==> src/rtl/coord_dispatcher.sv <==
// Frame coordinate dispatcher: walks a WxH raster in batches of NUM_ENGINES
// consecutive pixels and presents one (x,y) pair per engine lane.
module coord_dispatcher #(
  parameter int COORD_WIDTH = 16,
  parameter int NUM_ENGINES = 30,
  parameter int MAX_WIDTH   = 1280,
  parameter int MAX_HEIGHT  = 720
) (
  input  logic                   clk,
  input  logic                   reset,
  input  logic                   start,
  input  logic                   abort,
  input  logic                   continuous,
  input  logic [COORD_WIDTH-1:0] cfg_width,
  input  logic [COORD_WIDTH-1:0] cfg_height,
  input  logic                   batch_ready,
  output logic                   batch_valid,
  output logic [COORD_WIDTH-1:0] x [NUM_ENGINES],
  output logic [COORD_WIDTH-1:0] y [NUM_ENGINES],
  output logic [NUM_ENGINES-1:0] lane_valid,
  output logic                   frame_done,
  output logic                   cfg_error,
  output logic [15:0]            frame_count,
  output logic                   busy
);

  localparam int CW1 = COORD_WIDTH + 1;

  typedef enum logic {IDLE, RUN} state_t;

  state_t                 state;
  logic [COORD_WIDTH-1:0] x0, y0, w, h;
  logic                   cont;

  logic [COORD_WIDTH-1:0] lx [NUM_ENGINES];
  logic [COORD_WIDTH-1:0] ly [NUM_ENGINES];
  logic [CW1-1:0]         nsum;
  logic                   nwrap;
  logic [COORD_WIDTH-1:0] nx, ny;
  logic                   cfg_ok;
  logic                   last_batch;

  assign busy        = (state == RUN);
  assign batch_valid = busy;

  // NUM_ENGINES <= W guarantees a single subtraction is enough to wrap a row
  for (genvar gi = 0; gi < NUM_ENGINES; gi++) begin : g_lane
    logic [CW1-1:0] sum;
    logic           wrap;
    assign sum  = {1'b0, x0} + CW1'(gi);
    assign wrap = (sum >= {1'b0, w});
    assign lx[gi] = wrap ? COORD_WIDTH'(sum - {1'b0, w}) : COORD_WIDTH'(sum);
    assign ly[gi] = wrap ? y0 + COORD_WIDTH'(1) : y0;
    assign lane_valid[gi] = busy && (ly[gi] < h);
    assign x[gi] = lane_valid[gi] ? lx[gi] : '0;
    assign y[gi] = lane_valid[gi] ? ly[gi] : '0;
  end

  assign nsum  = {1'b0, x0} + CW1'(NUM_ENGINES);
  assign nwrap = (nsum >= {1'b0, w});
  assign nx    = nwrap ? COORD_WIDTH'(nsum - {1'b0, w}) : COORD_WIDTH'(nsum);
  assign ny    = nwrap ? y0 + COORD_WIDTH'(1) : y0;

  assign cfg_ok = (cfg_width >= COORD_WIDTH'(NUM_ENGINES)) &&
                  (cfg_width <= COORD_WIDTH'(MAX_WIDTH)) &&
                  (cfg_height != '0) &&
                  (cfg_height <= COORD_WIDTH'(MAX_HEIGHT));

  // Lanes are raster-ordered, so an invalid lane always shows up in the last one
  assign last_batch = !lane_valid[NUM_ENGINES-1] ||
                      ((ly[NUM_ENGINES-1] == h - COORD_WIDTH'(1)) &&
                       (lx[NUM_ENGINES-1] == w - COORD_WIDTH'(1)));

  always_ff @(posedge clk or posedge reset) begin
    if (reset) begin
      state       <= IDLE;
      x0          <= '0;
      y0          <= '0;
      w           <= '0;
      h           <= '0;
      cont        <= 1'b0;
      frame_done  <= 1'b0;
      cfg_error   <= 1'b0;
      frame_count <= '0;
    end else begin
      frame_done <= 1'b0;
      cfg_error  <= 1'b0;
      case (state)
        IDLE: begin
          if (start) begin
            if (cfg_ok) begin
              w     <= cfg_width;
              h     <= cfg_height;
              cont  <= continuous;
              x0    <= '0;
              y0    <= '0;
              state <= RUN;
            end else begin
              cfg_error <= 1'b1;
            end
          end
        end
        RUN: begin
          if (abort) begin
            state <= IDLE;
            x0    <= '0;
            y0    <= '0;
          end else if (batch_ready) begin
            if (last_batch) begin
              frame_done  <= 1'b1;
              frame_count <= frame_count + 16'd1;
              x0          <= '0;
              y0          <= '0;
              state       <= cont ? RUN : IDLE;
            end else begin
              x0 <= nx;
              y0 <= ny;
            end
          end
        end
        default: state <= IDLE;
      endcase
    end
  end

endmodule

==> config.mk <==
export PLATFORM = sky130hd
export DESIGN_NAME = coord_dispatcher
export DESIGN_NICKNAME = d
export VERILOG_FILES = /design/src/rtl/coord_dispatcher.sv
export SDC_FILE = /design/constraint.sdc
export NUM_CORES = 2
export LEC_CHECK = 0
export CAP_MARGIN = 20
export CORE_AREA = 3 3 403 405
export CTS_CLUSTER_SIZE = 20
export DETAILED_ROUTE_END_ITERATION = 12
export DIE_AREA = 0 0 406 408
export GPL_TIMING_DRIVEN = 0
export PLACE_DENSITY = 0.67
export SYNTH_ARGS = -nofsm -noshare
export SYNTH_HDL_FRONTEND = slang
export SYNTH_SLANG_ARGS = --single-unit
==> constraint.sdc <==
create_clock -name clk -period 9.85 [get_ports clk]
set_input_delay 1.97 -clock clk [delete_from_list [all_inputs] [get_ports clk]]
set_output_delay 1.97 -clock clk [all_outputs]
set_load 0.02 [all_outputs]
* After elaboration in Yosys (flattened, before gate mapping) *
Index checks and enable logic that the tools add are counted.

cells by class
  div/mod/pow operators = 0
  add/subtract/negate cells = 65
  shifts and indexed selects = 0
  multipliers = 0
  bitwise gates (word level) = 2
  reduce and logical (&&, ||, !) cells = 41
  magnitude comparators = 64
  multiplexer cells = 146
  eq/ne operators = 6

operator list
  cell                     number
  $mux W16                 130
  $ge A17 B16 Y1           30
  $sub A16 B16 Y16         31
  $lt A16 B16 Y1           30
  $add A16 B5 Y17 const B  15
  $add A16 B4 Y17 const B  8
  $add A16 B3 Y17 const B  4
  $pmux W16 S2             2
  $add A16 B2 Y17 const B  2
  $logic_and A1 B1 Y1      34
  $add A16 B1 Y16 const B  2
  $eq A16 B16 Y1           2
  $sub A16 B1 Y16 const B  2
  $add A16 B1 Y17 const B  1
  $ge A16 B16 Y1           1
  $ge A16 B5 Y1 const B    1
  $le A16 B10 Y1 const B   1
  $le A16 B11 Y1 const B   1
  $reduce_bool A16 Y1      1
  $mux W1                  13
  $reduce_and A4 Y1        2
  $reduce_and A3 Y1        2
  $ne A2 B2 Y1 const B     2
  $ne A4 B2 Y1 const B     1
  5 further kinds          6

word-level totals
  output and inout bits = 1,010
  bits in registers = 84
  bits of input ports = 38
  bits in writable memories = 0
  logic and storage cells = 333
  memories = 0
  ROM bits = 0
  bits in latches = 0

* Depth between registers and ports, before layout *
  depth in word-level cells = 11
  depth in mapped cells = 36
  mapped depth without buffers = 32

* Worst setup path before layout *
Ideal clock, no wire load.

  path kind = register to output
  start = register x0[4]
  end = output port x[446] (netlist name)
  path buffers = 4
  slack = 0.897 ns
  data arrival time = 6.983 ns
  cell stages (with the launch flop) = 35
  required time = 7.880 ns
  cells stage by stage = dfrtp_1 ha_1 clkinv_1 nor2_1 clkbuf_1 nand3_1 clkbuf_1 nor2_1 xor2_1 ha_1 a21o_1 a21o_1 a21o_1 a21oi_1 nor2b_1 o21ai_0 nand4_1 or2_2 clkbuf_1 nand2_1 xnor2_1 ha_1 a21o_1 a21oi_1 nor2b_1 o21ai_0 nand2b_1 a21oi_1 nor2b_1 o21ai_0 o2111ai_1 or3_1 o21a_1 clkbuf_1 a2111oi_0

RTL lines
  element                 RTL line  RTL
  from (decl)             32        logic [COORD_WIDTH-1:0] x0, y0, w, h;
  from (signal assigned)  116       x0 <= nx;
  to (decl)               18        output logic [COORD_WIDTH-1:0] x [NUM_ENGINES],

==> results_dict.tcl <==
set metrics [dict create \
    outcome "finished, violations left" \
    violations "negative setup slack" \
    async_reset_ff_frac 1.000 \
    grt_usage 0.4991 \
    vdd.ir_drop.worst_uv 84.72 \
    core_region_area_um2 158700 \
    p_int_mw 2.363 \
    slew_headroom 0.1001 \
    power.net_switching_mw 3.541 \
    antenna_left 0 \
    cts-buffers-inserted 9 \
    area_growth_pct 40.79 \
    number_of_synthesized_register_bits 84 \
    drive_gt1_frac 0.1651 \
    grt_remaining_overflow 0 \
    worst-path-max-fanout 10 \
    synth_adder_area_share 0.1987 \
    detailed_place_hpwl_um 345100 \
    die_area_um2 165600 \
    combPwrFrac 0.867 \
    drc_violations_left 0 \
    netlist_area_um2 55510 \
    dpl.cell_count 11501 \
    cts.hold.buffers_added 0 \
    synth.lib_cells_used.distinct 100 \
    vias_in_the_first_global_route 69994 \
    setup.worst_path.end_class "primary output" \
    power.static_leakage_nw 37.58 \
    worst_setup_path_start_kind "flop" \
    yosysMostFrequentCell "nor2_1" \
    max_stage_delay_ns 0.66 \
    setup_violations 65 \
    worst_clock_skew_ns 0.03483 \
    multi_input_area_um2 54990 \
    syn-instance-count 8249 \
    cp.buffers_inverters 8 \
    ys_warn_count 0 \
    max_root_sink_buffers 2 \
    hold_viol 0 \
    cts-root-buf "clkbuf_16" \
    top_cells_by_count_synth "1090 x nor2_1, 953 x nand2_1, 875 x ha_1" \
    synthTopCellsByArea "ha_1 20%, xnor2_1 12%, nor2_1 7.4%" \
    least_margin_pin_slew_ns 1.350 \
    first_pass_iters 10 \
    rsz0062_at_grt "yes" \
    critical_path_data_arrival_time_ns 8.00 \
    post_drt_wl_per_cell_um 37.33 \
    max_cap_viol_count 0 \
    final_max_slew_viol_count 0 \
    cts_tree "yes" \
    die_height_um 408 \
    placement.io_buffers 1047 \
    routed_wl_um 439700 \
    numClockSinks 84 \
    layout.area.seq_um2 2113 \
    filler_instances 16001 \
    yosys.area.top_type "ha_1" \
    setup_slack_ns -0.1187 \
    synth-edff-count 0 \
    final.setup.tns_ns -2.558 \
    die_width_um 406 \
    clkPwrFrac 0.070 \
    fmaxAchievable_mhz 100.3 \
    power_density_nw_per_um2 75.54 \
    detail_route.iter0.violations 11396 \
    synth_compound_gate_area_share 0.2095 \
    top_level_ports 1048 \
    synth-simple-area-share 0.2982 \
    post_synthesis_mux_area_share 0.03187 \
    seq_power_share 0.063 \
    final_cell_count_no_fill 11779 \
    hp-class "reg -> reg" \
    antenna_found_initial 76 \
    nNetsFinal 10589 \
    critical_path.top_delay_family "buffers and inverters" \
    largest_family_of_logic_cells_by_synthesized_area "simple AND/OR/NAND/NOR gates" \
    initial_cell_density_of_the_core 0.3497 \
    grt_first_pass_wirelength_um 578900 \
    finalCoreUtilization 0.4924 \
    ratio_of_routed_vias_to_standard_cells 6.472 \
    gp_routability_congestion 1.116 \
    total_power_mw 5.904 \
    criticalPathCategory "reg -> out" \
    synth_seq_area_share 0.03786 \
    clk_pin_slew_worst_paths_ns 0.10 \
    pin_count_of_the_biggest_net_entering_global_routing 67 \
    post_route_fraction_of_the_period_consumed_by_the_critical_path 1.012 \
    worst-endpoint-required_ns 7.88 \
    syn_nets 9166 \
    cts-htree-levels 3 \
    clock_latency_late_sink_ns 0.41 \
    slowest_stage "clkdlybuf4s50_1" \
    synth_top_flop_cell "dfrtp_1" \
    synth_xor_area_frac 0.1761 \
    row_count 146 \
    yosysTopAreaCellShare 0.1972 \
    vias 76230 \
    switching_share 0.5997 \
    post-route-min-period_ns 9.969 \
    post_synth.cell_area_avg_um2 6.730 \
]
-- flip-flops by register name, indices dropped and copies added, names as in the netlist --
register and cells:
frame_count 16, x0 16, y0 16, h 16, cont 1, w 16, frame_done 1, cfg_error 1
batch_valid 1
-- cell families (layout without fill, tap and decap cells) --
| kind of cell | count (synthesis) | count (layout) |
|---|---|---|
| xor gates and xnor gates | 1116 | 1116 |
| DFF | 84 | 84 |
| adders and majority gates | 879 | 879 |
| other | 0 | 30 |
| buffers and inverters | 684 | 2107 |
| muxes | 171 | 171 |
| AOI/OAI and AO/OA | 1841 | 1844 |
| and+or+nand+nor | 3474 | 3476 |
-- area by class of cell --
type,count,share of cell area
Tap cell,2072,0.03317
Inverter,225,0.01229
Sequential cell,84,0.02704
Clock inverter,6,0.0009765
Antenna cell,30,0.0009605
Clock buffer,10,0.003058
Timing Repair Buffer,1432,0.1865
Buffer,433,0.03237
Timing Repair inverter,1,0.00006403
Multi-Input combinational cell,7486,0.7036
-- power by group through the flow --
stage / combinational [mW] / clock [mW] / sequential [mW]
final: 5.12 / 0.415 / 0.373
after CTS: 4.69 / 0.405 / 0.373
after global placement: 4.21 / 0 / 0.380
after detailed placement: 4.31 / 0 / 0.380
after global routing: 5.30 / 0.419 / 0.373
after floorplan: 2.78 / 0 / 0.376
-- cell usage in the layout, fill, tap and decap left out, drive strengths merged, types with 279 or more instances in the layout --
cell,count
buf,538
ha,875
and2,292
clkdlybuf4s50,411
o21ai,295
xnor2,749
a21oi,718
xor2,367
nor2,1094
nand2,955
nor2b,279
clkbuf,421
-- per-layer routing --
layer / GRT usage / wire, um / vias up
li1: - / - / 31670
met1: 0.5824 / 155000 / 36112
met2: 0.6976 / 170200 / 6423
met3: 0.1789 / 61190 / 1965
met4: 0.4743 / 52720 / 60
met5: 0.008187 / 653 / -
-- worst paths after layout --
path	cells past startpoint	startpoint	slack, ns	end
hold / removal	1	frame_count[6]$_DFFE_PP0P_	0.50	frame_count[6]$_DFFE_PP0P_
min in group asynchronous	2	reset	1.91	x0[0]$_DFFE_PP0P_
max in group asynchronous	3	reset	7.24	cont$_DFFE_PP0P_
setup / recovery	32	x0[1]$_DFFE_PP0P_	-0.12	x[46]
setup reg to reg	34	x0[2]$_DFFE_PP0P_	1.19	x0[0]$_DFFE_PP0P_
hold reg to reg	1	frame_count[6]$_DFFE_PP0P_	0.50	frame_count[6]$_DFFE_PP0P_
-- per-stage QoR --
stage	hold slack, ns	setup slack [ns]	area (um^2)
detailed placement	0.4803	-3.927	70820
finish	0.4976	-0.1187	78160
global placement	0.4582	-6.331	68590
floorplan	0.4536	0.8967	55510
CTS	0.4958	-0.08022	75900
global route	0.5070	-0.09748	78100
-- what timing repair did --
item                                    4_1_cts  5_1_grt
endpoints found under the setup margin     1021      952
gates cloned                                  1        5
buffers inserted                            140      105
pin swaps                                    79       71
gates resized for setup                    1519      786
No activity file was read; power rests on OpenSTA's default activity.
